File: src/rtl/alu_ctrl_seq_if.sv
// Bus between the ALU control sequencer and its surroundings (ROM, register file, ALU).
// RetireCnt exists only when INSTR_CNT_EN is defined.
interface alu_ctrl_seq_if #(parameter int PC_W = 8) ();
    logic            Start;
    logic [8:0]      Instr;
    logic            Taken;
    logic [PC_W-1:0] PC;
    logic [2:0]      ALUOp;
    logic [2:0]      RaAddr;
    logic [2:0]      RbAddr;
    logic [2:0]      WrAddr;
    logic            WrEn;
    logic            Busy;
    logic            Done;
    logic            IllegalOp;
`ifdef INSTR_CNT_EN
    logic [15:0]     RetireCnt;
`endif

    modport master (
        input  Start, Instr, Taken,
        output PC, ALUOp, RaAddr, RbAddr, WrAddr, WrEn, Busy, Done, IllegalOp
`ifdef INSTR_CNT_EN
        , output RetireCnt
`endif
    );

    modport slave (
        output Start, Instr, Taken,
        input  PC, ALUOp, RaAddr, RbAddr, WrAddr, WrEn, Busy, Done, IllegalOp
`ifdef INSTR_CNT_EN
        , input RetireCnt
`endif
    );
endinterface

File: src/rtl/alu_ctrl_seq.sv
// Multi-cycle FETCH/DECODE/EXEC/WB sequencer that drives the ALU and register file.
// Optional retired-instruction counter enabled by defining INSTR_CNT_EN.
//
// state    | meaning
// ---------+-----------------------------------------------------------
// S_IDLE   | after reset, waiting for Start
// S_FETCH  | latch ROM word at PC into IR
// S_DECODE | halt / illegal detection
// S_EXEC   | ALU operands presented; branches resolve on Taken
// S_WB     | register-file write of the ALU result, PC advances
// S_HALT   | Done held high until the next Start
module alu_ctrl_seq #(
    parameter int PC_W = 8
) (
    input  logic           Clk,
    input  logic           Reset_n,
    alu_ctrl_seq_if.master bus
);

    typedef enum logic [2:0] {
        S_IDLE,
        S_FETCH,
        S_DECODE,
        S_EXEC,
        S_WB,
        S_HALT
    } state_t;

    state_t          state, state_nxt;
    logic [PC_W-1:0] pc, pc_nxt;
    logic [8:0]      ir, ir_nxt;

    logic [2:0]      opc;
    logic            is_halt;
    logic            is_illegal;
    logic            is_branch;
    logic [PC_W-1:0] br_off;
    logic            start_ok;
    logic            alu_active;

    assign opc        = ir[8:6];
    assign is_halt    = (opc == 3'b000);
    assign is_illegal = (opc == 3'b010) || (opc == 3'b110) || (opc == 3'b111);
    assign is_branch  = (opc == 3'b011) || (opc == 3'b101);
    assign br_off     = {{(PC_W-3){ir[2]}}, ir[2:0]};
    assign start_ok   = bus.Start && ((state == S_IDLE) || (state == S_HALT));
    assign alu_active = (state == S_EXEC) || (state == S_WB);

    always_ff @(posedge Clk or negedge Reset_n) begin
        if (!Reset_n) begin
            state <= S_IDLE;
            pc    <= '0;
            ir    <= '0;
        end else begin
            state <= state_nxt;
            pc    <= pc_nxt;
            ir    <= ir_nxt;
        end
    end

    always_comb begin
        state_nxt = state;
        pc_nxt    = pc;
        ir_nxt    = ir;
        case (state)
            S_IDLE, S_HALT: begin
                if (start_ok) begin
                    pc_nxt    = '0;
                    state_nxt = S_FETCH;
                end
            end
            S_FETCH: begin
                ir_nxt    = bus.Instr;
                state_nxt = S_DECODE;
            end
            S_DECODE: begin
                if (is_halt) begin
                    state_nxt = S_HALT;
                end else if (is_illegal) begin
                    pc_nxt    = pc + PC_W'(1);
                    state_nxt = S_FETCH;
                end else begin
                    state_nxt = S_EXEC;
                end
            end
            S_EXEC: begin
                if (is_branch) begin
                    // Taken only steers the PC register, never an output directly.
                    pc_nxt    = bus.Taken ? (pc + br_off) : (pc + PC_W'(1));
                    state_nxt = S_FETCH;
                end else begin
                    state_nxt = S_WB;
                end
            end
            S_WB: begin
                pc_nxt    = pc + PC_W'(1);
                state_nxt = S_FETCH;
            end
            default: state_nxt = S_IDLE;
        endcase
    end

    // Outputs decode from state and IR only, so an async reset clears them at once.
    always_comb begin
        bus.PC        = pc;
        bus.ALUOp     = alu_active ? ir[8:6] : 3'b000;
        bus.RaAddr    = alu_active ? ir[5:3] : 3'b000;
        bus.RbAddr    = alu_active ? ir[2:0] : 3'b000;
        bus.WrEn      = (state == S_WB);
        bus.WrAddr    = (state == S_WB) ? ir[5:3] : 3'b000;
        bus.Busy      = (state == S_FETCH) || (state == S_DECODE) || alu_active;
        bus.Done      = (state == S_HALT);
        bus.IllegalOp = (state == S_DECODE) && is_illegal;
    end

`ifdef INSTR_CNT_EN
    logic [15:0] retire_cnt;
    logic        retire;

    assign retire = (state == S_WB) || ((state == S_EXEC) && is_branch);

    always_ff @(posedge Clk or negedge Reset_n) begin
        if (!Reset_n) begin
            retire_cnt <= '0;
        end else if (start_ok) begin
            retire_cnt <= '0;
        end else if (retire && (retire_cnt != 16'hFFFF)) begin
            retire_cnt <= retire_cnt + 16'd1;
        end
    end

    assign bus.RetireCnt = retire_cnt;
`endif

endmodule

File: src/flat_wrapper.sv
// flat-port wrapper written by rule: the top's interface ports become plain ports
module alu_ctrl_seq_flat 
#(
    parameter int PC_W = 8
)
  (Clk, Reset_n, bus_Start, bus_Instr, bus_Taken, bus_PC, bus_ALUOp, bus_RaAddr, bus_RbAddr, bus_WrAddr, bus_WrEn, bus_Busy, bus_Done, bus_IllegalOp);
  alu_ctrl_seq_if #(.PC_W(PC_W)) bus_i ();
  input  logic Clk;
  input  logic Reset_n;
  input wire logic [$bits(bus_i.Start)-1:0] bus_Start;
  input wire logic [$bits(bus_i.Instr)-1:0] bus_Instr;
  input wire logic [$bits(bus_i.Taken)-1:0] bus_Taken;
  output wire logic [$bits(bus_i.PC)-1:0] bus_PC;
  output wire logic [$bits(bus_i.ALUOp)-1:0] bus_ALUOp;
  output wire logic [$bits(bus_i.RaAddr)-1:0] bus_RaAddr;
  output wire logic [$bits(bus_i.RbAddr)-1:0] bus_RbAddr;
  output wire logic [$bits(bus_i.WrAddr)-1:0] bus_WrAddr;
  output wire logic [$bits(bus_i.WrEn)-1:0] bus_WrEn;
  output wire logic [$bits(bus_i.Busy)-1:0] bus_Busy;
  output wire logic [$bits(bus_i.Done)-1:0] bus_Done;
  output wire logic [$bits(bus_i.IllegalOp)-1:0] bus_IllegalOp;
  assign bus_i.Start = bus_Start;
  assign bus_i.Instr = bus_Instr;
  assign bus_i.Taken = bus_Taken;
  assign bus_PC = bus_i.PC;
  assign bus_ALUOp = bus_i.ALUOp;
  assign bus_RaAddr = bus_i.RaAddr;
  assign bus_RbAddr = bus_i.RbAddr;
  assign bus_WrAddr = bus_i.WrAddr;
  assign bus_WrEn = bus_i.WrEn;
  assign bus_Busy = bus_i.Busy;
  assign bus_Done = bus_i.Done;
  assign bus_IllegalOp = bus_i.IllegalOp;
  alu_ctrl_seq #(.PC_W(PC_W)) u_core (.Clk(Clk), .Reset_n(Reset_n), .bus(bus_i));
endmodule
File: config.mk
export PLATFORM = sky130hd
export DESIGN_NAME = alu_ctrl_seq_flat
export DESIGN_NICKNAME = d
export VERILOG_FILES = /design/src/rtl/alu_ctrl_seq_if.sv /design/src/rtl/alu_ctrl_seq.sv /design/src/flat_wrapper.sv
export SDC_FILE = /design/constraint.sdc
export NUM_CORES = 1
export LEC_CHECK = 0
export ABC_AREA = 1
export BUFFER_PORTS_ARGS = -buffer_cell sky130_fd_sc_hd__buf_2
export CORE_MARGIN = 3
export CORE_UTILIZATION = 54
export CTS_CLUSTER_SIZE = 30
export DETAILED_ROUTE_END_ITERATION = 6
export MAX_ROUTING_LAYER = met4
export PLACE_DENSITY = 0.83
export SYNTH_ARGS = -nofsm -noshare
export SYNTH_HDL_FRONTEND = slang
export SYNTH_SLANG_ARGS = --single-unit
File: constraint.sdc
create_clock -name Clk -period 2.24 [get_ports Clk]
set_input_delay 0.448 -clock Clk [delete_from_list [all_inputs] [get_ports Clk]]
set_output_delay 0.448 -clock Clk [all_outputs]
set_load 0.005 [all_outputs]
==> results of run 1 <==
worst reg2reg max path, cell delays in order (launching register included):
cell and delay, ns:
dfrtp_1 0.42, ha_1 0.25, fa_1 0.43, nand3_1 0.14
nand3_1 0.09, nand2_1 0.08, nand3_1 0.09, nand2_1 0.09
a21oi_2 0.05
worst max-delay path by stage:
stage | slack [ns] | from | to | cells after the start
global route | 0.03 | u_core.state[0] | bus_RbAddr[2] | 6
global placement | 0.47 | u_core.state[0] | bus_RbAddr[1] | 6
finish | 0.19 | u_core.state[0] | bus_RaAddr[0] | 6
CTS | 0.02 | u_core.state[0] | bus_RaAddr[0] | 6
floorplan | 0.59 | u_core.bus.PC[0] | u_core.bus.PC[4] | 10
detailed placement | 0.41 | u_core.state[0] | bus_RaAddr[0] | 6
layout by cell type (no fill, tap or decap):
cell type   n
nand4_1     2
nand3_4     1
a21oi_1    18
o21ai_2     1
o211ai_1    1
ha_1        8
fa_1        1
nand3_2     1
o21ai_1     1
a21oi_2     4
xnor2_1     1
o21ai_0     8
xor2_1      3
a21o_1      1
bufinv_16   1
dfrtp_1    20
nand3_1    25
nor2_2      1
buf_4       1
nor2_8      1
o22ai_1     1
clkinv_2    1
inv_1      35
nor3_1      1
nand2_2     2
nor2_1     40
inv_2       2
buf_2      36
clkbuf_4    3
nand2_1    64
kinds of logic (layout without fill, tap and decap cells):
| logic type | count (synthesis) | in the layout |
|---|---|---|
| buffers and inverters | 39 | 79 |
| and+or+nand+nor | 138 | 138 |
| AOI/OAI and AO/OA | 35 | 35 |
| xor gates and xnor gates | 4 | 4 |
| adders and majority gates | 9 | 9 |
| DFF | 20 | 20 |
state kept, by name, indices dropped and copies added (netlist names):
register / flops
u_core.ir: 9
u_core.bus.PC: 8
u_core.state: 3
layout make-up:
class | count | area [sq um] | area share, %
timing repair buffer | 37 | 188 | 9.99
clock inverter | 1 | 30.0 | 1.60
multi-input combinational | 186 | 955 | 50.8
clock buffer | 3 | 22.5 | 1.20
sequential | 20 | 500 | 26.6
tap | 31 | 38.8 | 2.07
inverter | 38 | 144 | 7.66
power groups by stage:
stage          clock, mW  sequential, mW  combinational, mW
2_1_floorplan          0           0.722               1.55
3_3_place_gp           0           0.752               2.03
3_5_place_dp           0           0.764               2.08
4_1_cts            0.307           0.755               2.08
5_1_grt            0.318           0.783               2.44
6_report           0.305           0.755               2.08
per-layer routing:
| metal | routed length (um) | GRT usage (%) |
|---|---|---|
| met1 | 1670 | 29.9 |
| met2 | 1820 | 42.6 |
| met3 | 257 | 3.19 |
| met4 | 74 | 8.05 |
| met5 | 0 | - |
==> results.toml, run 1 <==
[run_status]
status = "complete, no violations"

[logic_synthesis]
seq_area_frac_synth_pct = 31.3
synthXorXnorAreaFrac_pct = 2.19
netlist_area_sq_um = 1600
synthTopCellsByCount = "64 x nand2_1, 41 x nor2_1, 35 x inv_1"
post_synth_and_or_nand_nor_area_fraction_pct = 37.3
async_flop_share_pct = 100
yosysWarnings = 0
synth_top_family_by_area = "simple AND/OR/NAND/NOR gates"
synth.top_cell.area_share_pct = 31.3
synth.distinct_cells = 26
synth.area.top_cells = "dfrtp_1 31%, nand2_1 15%, nor2_1 9.6%, inv_1 8.2%, nand3_1 7.8%"
synth.most_common_cell = "nand2_1"
postSynthAreaPerCell_sq_um = 6.54
yosys.area.top_type = "dfrtp_1"
synth_compound_area_share_pct = 12.5
synth-seq-cells = 20
synth_mux_area_share_pct = 0
yosys.area_share.adder_pct = 7.50
syn-num-nets = 267
synth_edf_count = 0
syn_inst = 245
synth_ff_type = "dfrtp_1"

[clocking]
cts_tree = "built"
cts_resized = 0
cts-buffers-inserted = 3
cts_hold_buf = 0
clk_latency_ns = 0.31
cts.clk_slew.worst_paths_ns = 0.13
postCtsSetupRepairBufs = 0
cts_buffer_depth = 2
cts_root_buf = "clkbuf_4"
h-tree-depth = 1
cts_sinks = 20

[place]
placed_cell_area_sq_um = 1820
place_congestion = 0.892
port_buffers = 36
dp_cells = 312
post-dp-hpwl_um = 2900
place_ws_ns = 0.411

[worst_setup_path]
cp_cell_sequence = "nor2_1 -> nand2_1 -> inv_1 -> nor2_2 -> nor2_1 -> buf_2"
cp_top_family = "simple AND/OR/NAND/NOR gates"
worst-path-buf-inv = 2
cp_max_fo = 9
max_stage_delay_ns = 0.44
path_common_cell = "nor2_1"
r2r_cells = 8
crit_required_ns = 1.79
crit_arrival_ns = 1.61
path_class = "flip-flop to output port"
cp-end-kind = "output port"
worst_setup_path_start_kind = "flip-flop"
r2r_end = "u_core.bus.PC[6]"
slowest_stage = "dfrtp_1"
rrSetupSlack_ns = 0.52
r2r-start = "u_core.bus.PC[0]"

[timing]
fmax_ghz = 0.487
worst-slew-pin-transition_ns = 0.631
fin_skew_ns = 0.00936
layout_min_cycle_time_ns = 2.05
worst_hold_slack_ns = 0.0699
tns_ns = 0
final_max_slew_viol_count = 0
rsz0062_at_grt = "false"
hold_violations = 0
setup_violations = 0
fin_crit_sh_pct = 91.7
slew-limit-headroom_pct = 57.8
setup_slack_ns = 0.185

[drt]
drt-vias-per-instance = 5.36
drtIter0Drc = 79
routed_wirelength_um = 3820
vias = 1694
drc = 0
wl_per_cell_um = 12.1
drt_pass1_iterations = 4
final_antenna_net_count = 0

[power_and_ir_drop]
switchingPower_mw = 1.63
irDropWorstVdd_mv = 1.21
pwr-share-clk_pct = 9.7
p_comb_share_pct = 66.2
swShare_pct = 52.1
internal-power_mw = 1.50
pwr-share-seq_pct = 24.1
p_per_area_nw_per_um2 = 1670
total_power_mw = 3.14
cellLeakagePower_nw = 1.10

[floorplanning]
initial_core_util_pct = 57.6
io_pins = 37
fp-row-count = 19
core-area_sq_um = 2780
fp.dieH_um = 60.5
die-area_sq_um = 3660
dieWidth_um = 60.5

[job]
cap_violations = 0

[layout]
fin_area_sq_um = 1880
area_delta_synth_final_pct = 17.3
num-fill-cells = 256
drive_gt1_share_pct = 19.3
diodes = 0
nNetsFinal = 308
fin_cells = 316
post-route-util_pct = 67.5

[global_route]
grt_max_degree = 21
antenna_found_initial = 0
grt_pass1_wl_um = 6710
grt_pass1_vias = 1584
grt_usage_pct = 24.7
grt-ovfl-total = 0

[min_path]
hold_class = "input pin to asynchronous set/reset pin"
No activity file was read; power rests on OpenSTA's default activity.
==> inputs of run 2 (changes only) <==
- CORE_MARGIN: 3 -> 1.5
- CORE_UTILIZATION: 54 -> 48
- CTS_BUF_LIST: not set -> sky130_fd_sc_hd__clkbuf_4
- PLACE_DENSITY: 0.83 -> 0.75
==> run 2 against run 1 <==
Clock power shrank 42%; global-route usage decreased by 2.2 points; clock skew decreased by 0.0023 ns; cell count grew 4.1%; largest power group unchanged; critical path type unchanged; wire length fell by 3.4%; hold slack better by 0.0095 ns; die area is 0.99% higher; core utilization fell by 7.3 points; critical endpoint is now bus_ALUOp[0]; via count shrank 2.2%; cell area fell by 0.53%; fmax grew 1.8%; largest cell class unchanged; sequential share of layout area rose by 0.14 points.
==> results.toml, run 2 (synthesis gave the netlist of run 1 again) <==
[power_and_ir_drop]
p_comb_share_pct = 69.1
p_per_area_nw_per_um2 = 1610
cellLeakagePower_nw = 1.09
pwr-share-seq_pct = 25.0
swShare_pct = 53.8
internal-power_mw = 1.39
irDropWorstVdd_mv = 0.730
switchingPower_mw = 1.61
pwr-share-clk_pct = 5.9

[worst_setup_path]
r2r_end = "u_core.bus.PC[3]"
rrSetupSlack_ns = 0.54
worst_setup_path_start_kind = "flip-flop"
path_common_cell = "nor2_1"
r2r-start = "u_core.ir[2]"
cp-end-kind = "output port"
cp_cell_sequence = "nor2_1 -> nand2_1 -> inv_1 -> nor2_2 -> nor2_1 -> buf_2"
r2r_cells = 6
crit_required_ns = 1.79
slowest_stage = "dfrtp_1"
crit_arrival_ns = 1.57
max_stage_delay_ns = 0.44
path_class = "flip-flop to output port"
startpoint = "u_core.state[0]"
cp_max_fo = 9

[timing]
layout_min_cycle_time_ns = 2.02
final_max_slew_viol_count = 0
worst_hold_slack_ns = 0.0794
slew-limit-headroom_pct = 58.4
rsz0062_at_grt = "false"
fmax_ghz = 0.495
fin_skew_ns = 0.00705
fin_crit_sh_pct = 90.1
worst-slew-pin-transition_ns = 0.622
hold_violations = 0
tns_ns = 0
setup_violations = 0

[drt]
drt-vias-per-instance = 5.04
wl_per_cell_um = 11.2
drtIter0Drc = 89
routed_wirelength_um = 3690
final_antenna_net_count = 0
vias = 1657
drc = 0
drt_pass1_iterations = 4

[place]
post-dp-hpwl_um = 2850
placed_cell_area_sq_um = 1840
place_congestion = 0.889
port_buffers = 36

[layout]
fin_area_sq_um = 1870
drive_gt1_share_pct = 18.9
largest-register = "u_core.ir"
final_common_cell = "nand2_1"
area_delta_synth_final_pct = 16.6
diodes = 0
final_cell_mix = "64 x nand2_1, 40 x nor2_1, 36 x buf_2"
num-fill-cells = 333
nNetsFinal = 308
largest_register_ffs = 9

[clocking]
cts_buffer_depth = 2
cts_tree = "built"
h-tree-depth = 1
cts_sinks = 20
cts_root_buf = "clkbuf_4"
clk_latency_ns = 0.30
cts.clk_slew.worst_paths_ns = 0.12
cts-buffers-inserted = 3

[global_route]
grt_pass1_wl_um = 6180
grt-ovfl-total = 0
antenna_found_initial = 0
grt_usage_pct = 22.5
grt_max_degree = 21
grt_pass1_vias = 1467

[floorplanning]
core-area_sq_um = 3100
die-area_sq_um = 3690
initial_core_util_pct = 51.6
dieWidth_um = 60.8
io_pins = 37
fp.dieH_um = 60.8
fp-row-count = 20

[job]
cap_violations = 0

[run_status]
status = "complete, no violations"

[min_path]
hold_class = "input pin to asynchronous set/reset pin"
## run 2: cell types whose count changed in the layout (fill, tap and decap cells not counted)
| cell | change |
|---|---|
| clkinv_1 | +1 |
| bufinv_16 | -1 |
## run 2: critical path: cells and delay by family (launching register included)
| kind | cells | cell delay, ns |
|---|---|---|
| DFF | 1 | 0.44 |
| and+or+nand+nor | 4 | 0.61 |
| buffers and inverters | 2 | 0.21 |
## run 2: how the worst max path moves through the flow
stage,to,slack [ns]
after global placement,bus_RbAddr[1],0.46
after detailed placement,bus_ALUOp[0],0.39
after CTS,bus_ALUOp[0],0.04
after floorplan,u_core.bus.PC[4],0.59
final,bus_ALUOp[0],0.22
after global routing,bus_RbAddr[0],0.08
## run 2: final cells by class
cell class | count | area, sq um | area share (%)
Clock buffer | 3 | 22.5 | 1.21
Timing Repair Buffer | 37 | 188 | 10.0
Multi-Input combinational cell | 186 | 955 | 51.1
Inverter | 38 | 144 | 7.70
Sequential cell | 20 | 500 | 26.8
Clock inverter | 1 | 3.75 | 0.201
Tap cell | 44 | 55.1 | 2.95
## run 2: power by group through the flow
stage | clock network [mW] | registers [mW] | logic [mW]
floorplan | 0 | 0.722 | 1.55
global placement | 0 | 0.755 | 2.04
detailed placement | 0 | 0.762 | 2.06
CTS | 0.182 | 0.754 | 2.08
global route | 0.197 | 0.780 | 2.40
finish | 0.178 | 0.751 | 2.07
## run 2: routing by layer
metal  track usage, %  wire (um)  vias up
li1                 -          -      864
met1             28.6       1760      747
met2             40.1       1750       44
met3             1.92        166        2
met4             2.80         11        0
met5                -          0        -
## run 2: metrics by stage
step	power (mW)	util [%]	cells	setup slack [ns]
after floorplan	2.27	-	245	0.587
after global placement	2.79	59.3	325	0.456
after detailed placement	2.83	59.3	325	0.390
after CTS	3.01	60.1	329	0.0360
after global routing	3.38	60.2	329	0.0798
final	3.00	60.2	329	0.221
## run 2: what timing repair did
action | in CTS | in global routing
setup endpoints to repair | 0 | 9
endpoints found under the hold margin | 0 | 0
resized for setup | 0 | 1
setup buffers | 0 | 0
hold buffers | 0 | 0
==> inputs of run 3 (changes only) <==
- CORE_UTILIZATION: 48 -> 50
- PLACE_DENSITY: 0.75 -> 0.81
- clock period: 2.24 -> 1.7 ns (I/O delays scaled with it)
==> run 3 against run 2 <==
The run now ends with setup timing left; total power increased by 65%; first-iteration DRC count increased by 15%; clock power increased by 36%; combinational power increased by 80%; wire length increased by 19%; via count increased by 8.0%; hold slack improved by 0.19 ns; die area decreased by 3.8%; sequential power increased by 33%; global-route usage increased by 2.6 points; critical endpoint is now bus_Busy; largest power group unchanged.
==> results.toml, run 3 (synthesis gave the netlist of run 1 again) <==
[layout]
post-route-util_pct = 71.6
largest-register = "u_core.ir"
diodes = 0
final_common_cell = "nand2_1"
largest_register_ffs = 9
area_delta_synth_final_pct = 36.6
drive_gt1_share_pct = 35.1
final_cell_mix = "54 x nand2_1, 36 x buf_2, 33 x inv_1"
nNetsFinal = 328
num-fill-cells = 249

[place]
post-dp-hpwl_um = 2920
place_congestion = 0.899
port_buffers = 36

[timing]
tns_ns = -0.0427
final_max_slew_viol_count = 0
worst-slew-pin-transition_ns = 0.488
setup_violations = 3
hold_violations = 0
layout_min_cycle_time_ns = 1.73
fin_crit_sh_pct = 102
fin_skew_ns = 0.00367
slew-limit-headroom_pct = 67.5
setup_slack_ns = -0.0332
rsz0062_at_grt = "true"
fmax_ghz = 0.577

[clocking]
clk_latency_ns = 0.31
cts.clk_slew.worst_paths_ns = 0.12
cts_root_buf = "clkbuf_4"
cts_sinks = 20
h-tree-depth = 1
cts-buffers-inserted = 3
cts_buffer_depth = 2
cts_tree = "built"

[drt]
final_antenna_net_count = 0
vias = 1789
drt_pass1_iterations = 4
wl_per_cell_um = 12.6
routed_wirelength_um = 4390
drtIter0Drc = 102
drc = 0
drt-vias-per-instance = 5.13

[worst_setup_path]
rrSetupSlack_ns = 0.05
cp-end-kind = "output port"
crit_required_ns = 1.36
crit_arrival_ns = 1.39
worst_setup_path_start_kind = "flip-flop"
path_class = "flip-flop to output port"
cp_max_fo = 5

[power_and_ir_drop]
irDropWorstVdd_mv = 1.03
cellLeakagePower_nw = 1.20
p_per_area_nw_per_um2 = 2270

[global_route]
grt_usage_pct = 25.1
grt_max_degree = 21
grt_pass1_wl_um = 6590
antenna_found_initial = 0
grt-ovfl-total = 0
grt_pass1_vias = 1562

[run_status]
violations = "setup timing"
status = "finished, violations left"

[floorplanning]
dieWidth_um = 59.6
initial_core_util_pct = 52.5
die-area_sq_um = 3550
fp-row-count = 20
core-area_sq_um = 3050
fp.dieH_um = 59.6
io_pins = 37

[job]
cap_violations = 0

[min_path]
hold_class = "input pin to flip-flop"
-- run 3: power breakdown --
group	switching [mW]	total, mW	internal, mW	leakage (nW)
combinational	2.10	3.72	1.62	0.945
sequential	0.283	1.00	0.720	0.235
clock	0.156	0.242	0.0858	0.0154
-- run 3: cell type report --
| cell class | count | area [sq um] | area share, % |
|---|---|---|---|
| multi-input cells | 186 | 1100 | 50.2 |
| repair buffers | 57 | 352 | 16.1 |
| clock buffers | 3 | 22.5 | 1.03 |
| flip-flops and latches | 20 | 504 | 23.1 |
| well taps | 44 | 55.1 | 2.52 |
| clock inverters | 1 | 3.75 | 0.172 |
| inverters | 38 | 153 | 6.98 |
-- run 3: worst paths after layout --
check | from | to | cells after the start
setup reg to reg | u_core.state[0] | u_core.bus.PC[2] | 10
hold reg to reg | u_core.ir[4] | u_core.ir[4] | 2
hold / removal | bus_Instr[2] | u_core.ir[2] | 3
min in group asynchronous | Reset_n | u_core.bus.PC[5] | 2
max in group asynchronous | Reset_n | u_core.state[0] | 2
setup / recovery | u_core.state[1] | bus_Busy | 7
-- run 3: critical path, cell delays in order, from the launching register on --
cell	delay (ns)
dfrtp_1	0.44
inv_2	0.12
nor2_2	0.16
nand2_2	0.10
nand2_4	0.09
inv_4	0.03
nand2_2	0.04
buf_2	0.10
-- run 3: timing repair --
item / in CTS / in global routing
setup buffers: 6 / 6
pin swaps: 3 / 12
hold buffers: 1 / 0
endpoints found under the hold margin: 20 / 0
gates resized for setup: 12 / 33
endpoints found under the setup margin: 11 / 22
-- run 3: per-stage QoR --
stage	total power [mW]	setup slack, ns	hold slack [ns]	cells	area (sq um)
finish	4.96	-0.0332	0.269	349	2190
global route	5.44	-0.0853	0.275	349	2190
CTS	4.32	-0.0315	0.244	344	2020
detailed placement	3.84	0.0164	0.326	333	1900
global placement	3.79	0.0284	0.324	333	1900
floorplan	3.00	0.0474	0.0444	245	1600
-- run 3: metal layers --
metal | vias up | GRT usage [%] | wire [um]
met3 | 11 | 2.84 | 226
li1 | 902 | - | -
met5 | - | - | 0
met1 | 807 | 31.7 | 1960
met4 | 0 | 6.67 | 63
met2 | 69 | 42.7 | 2140
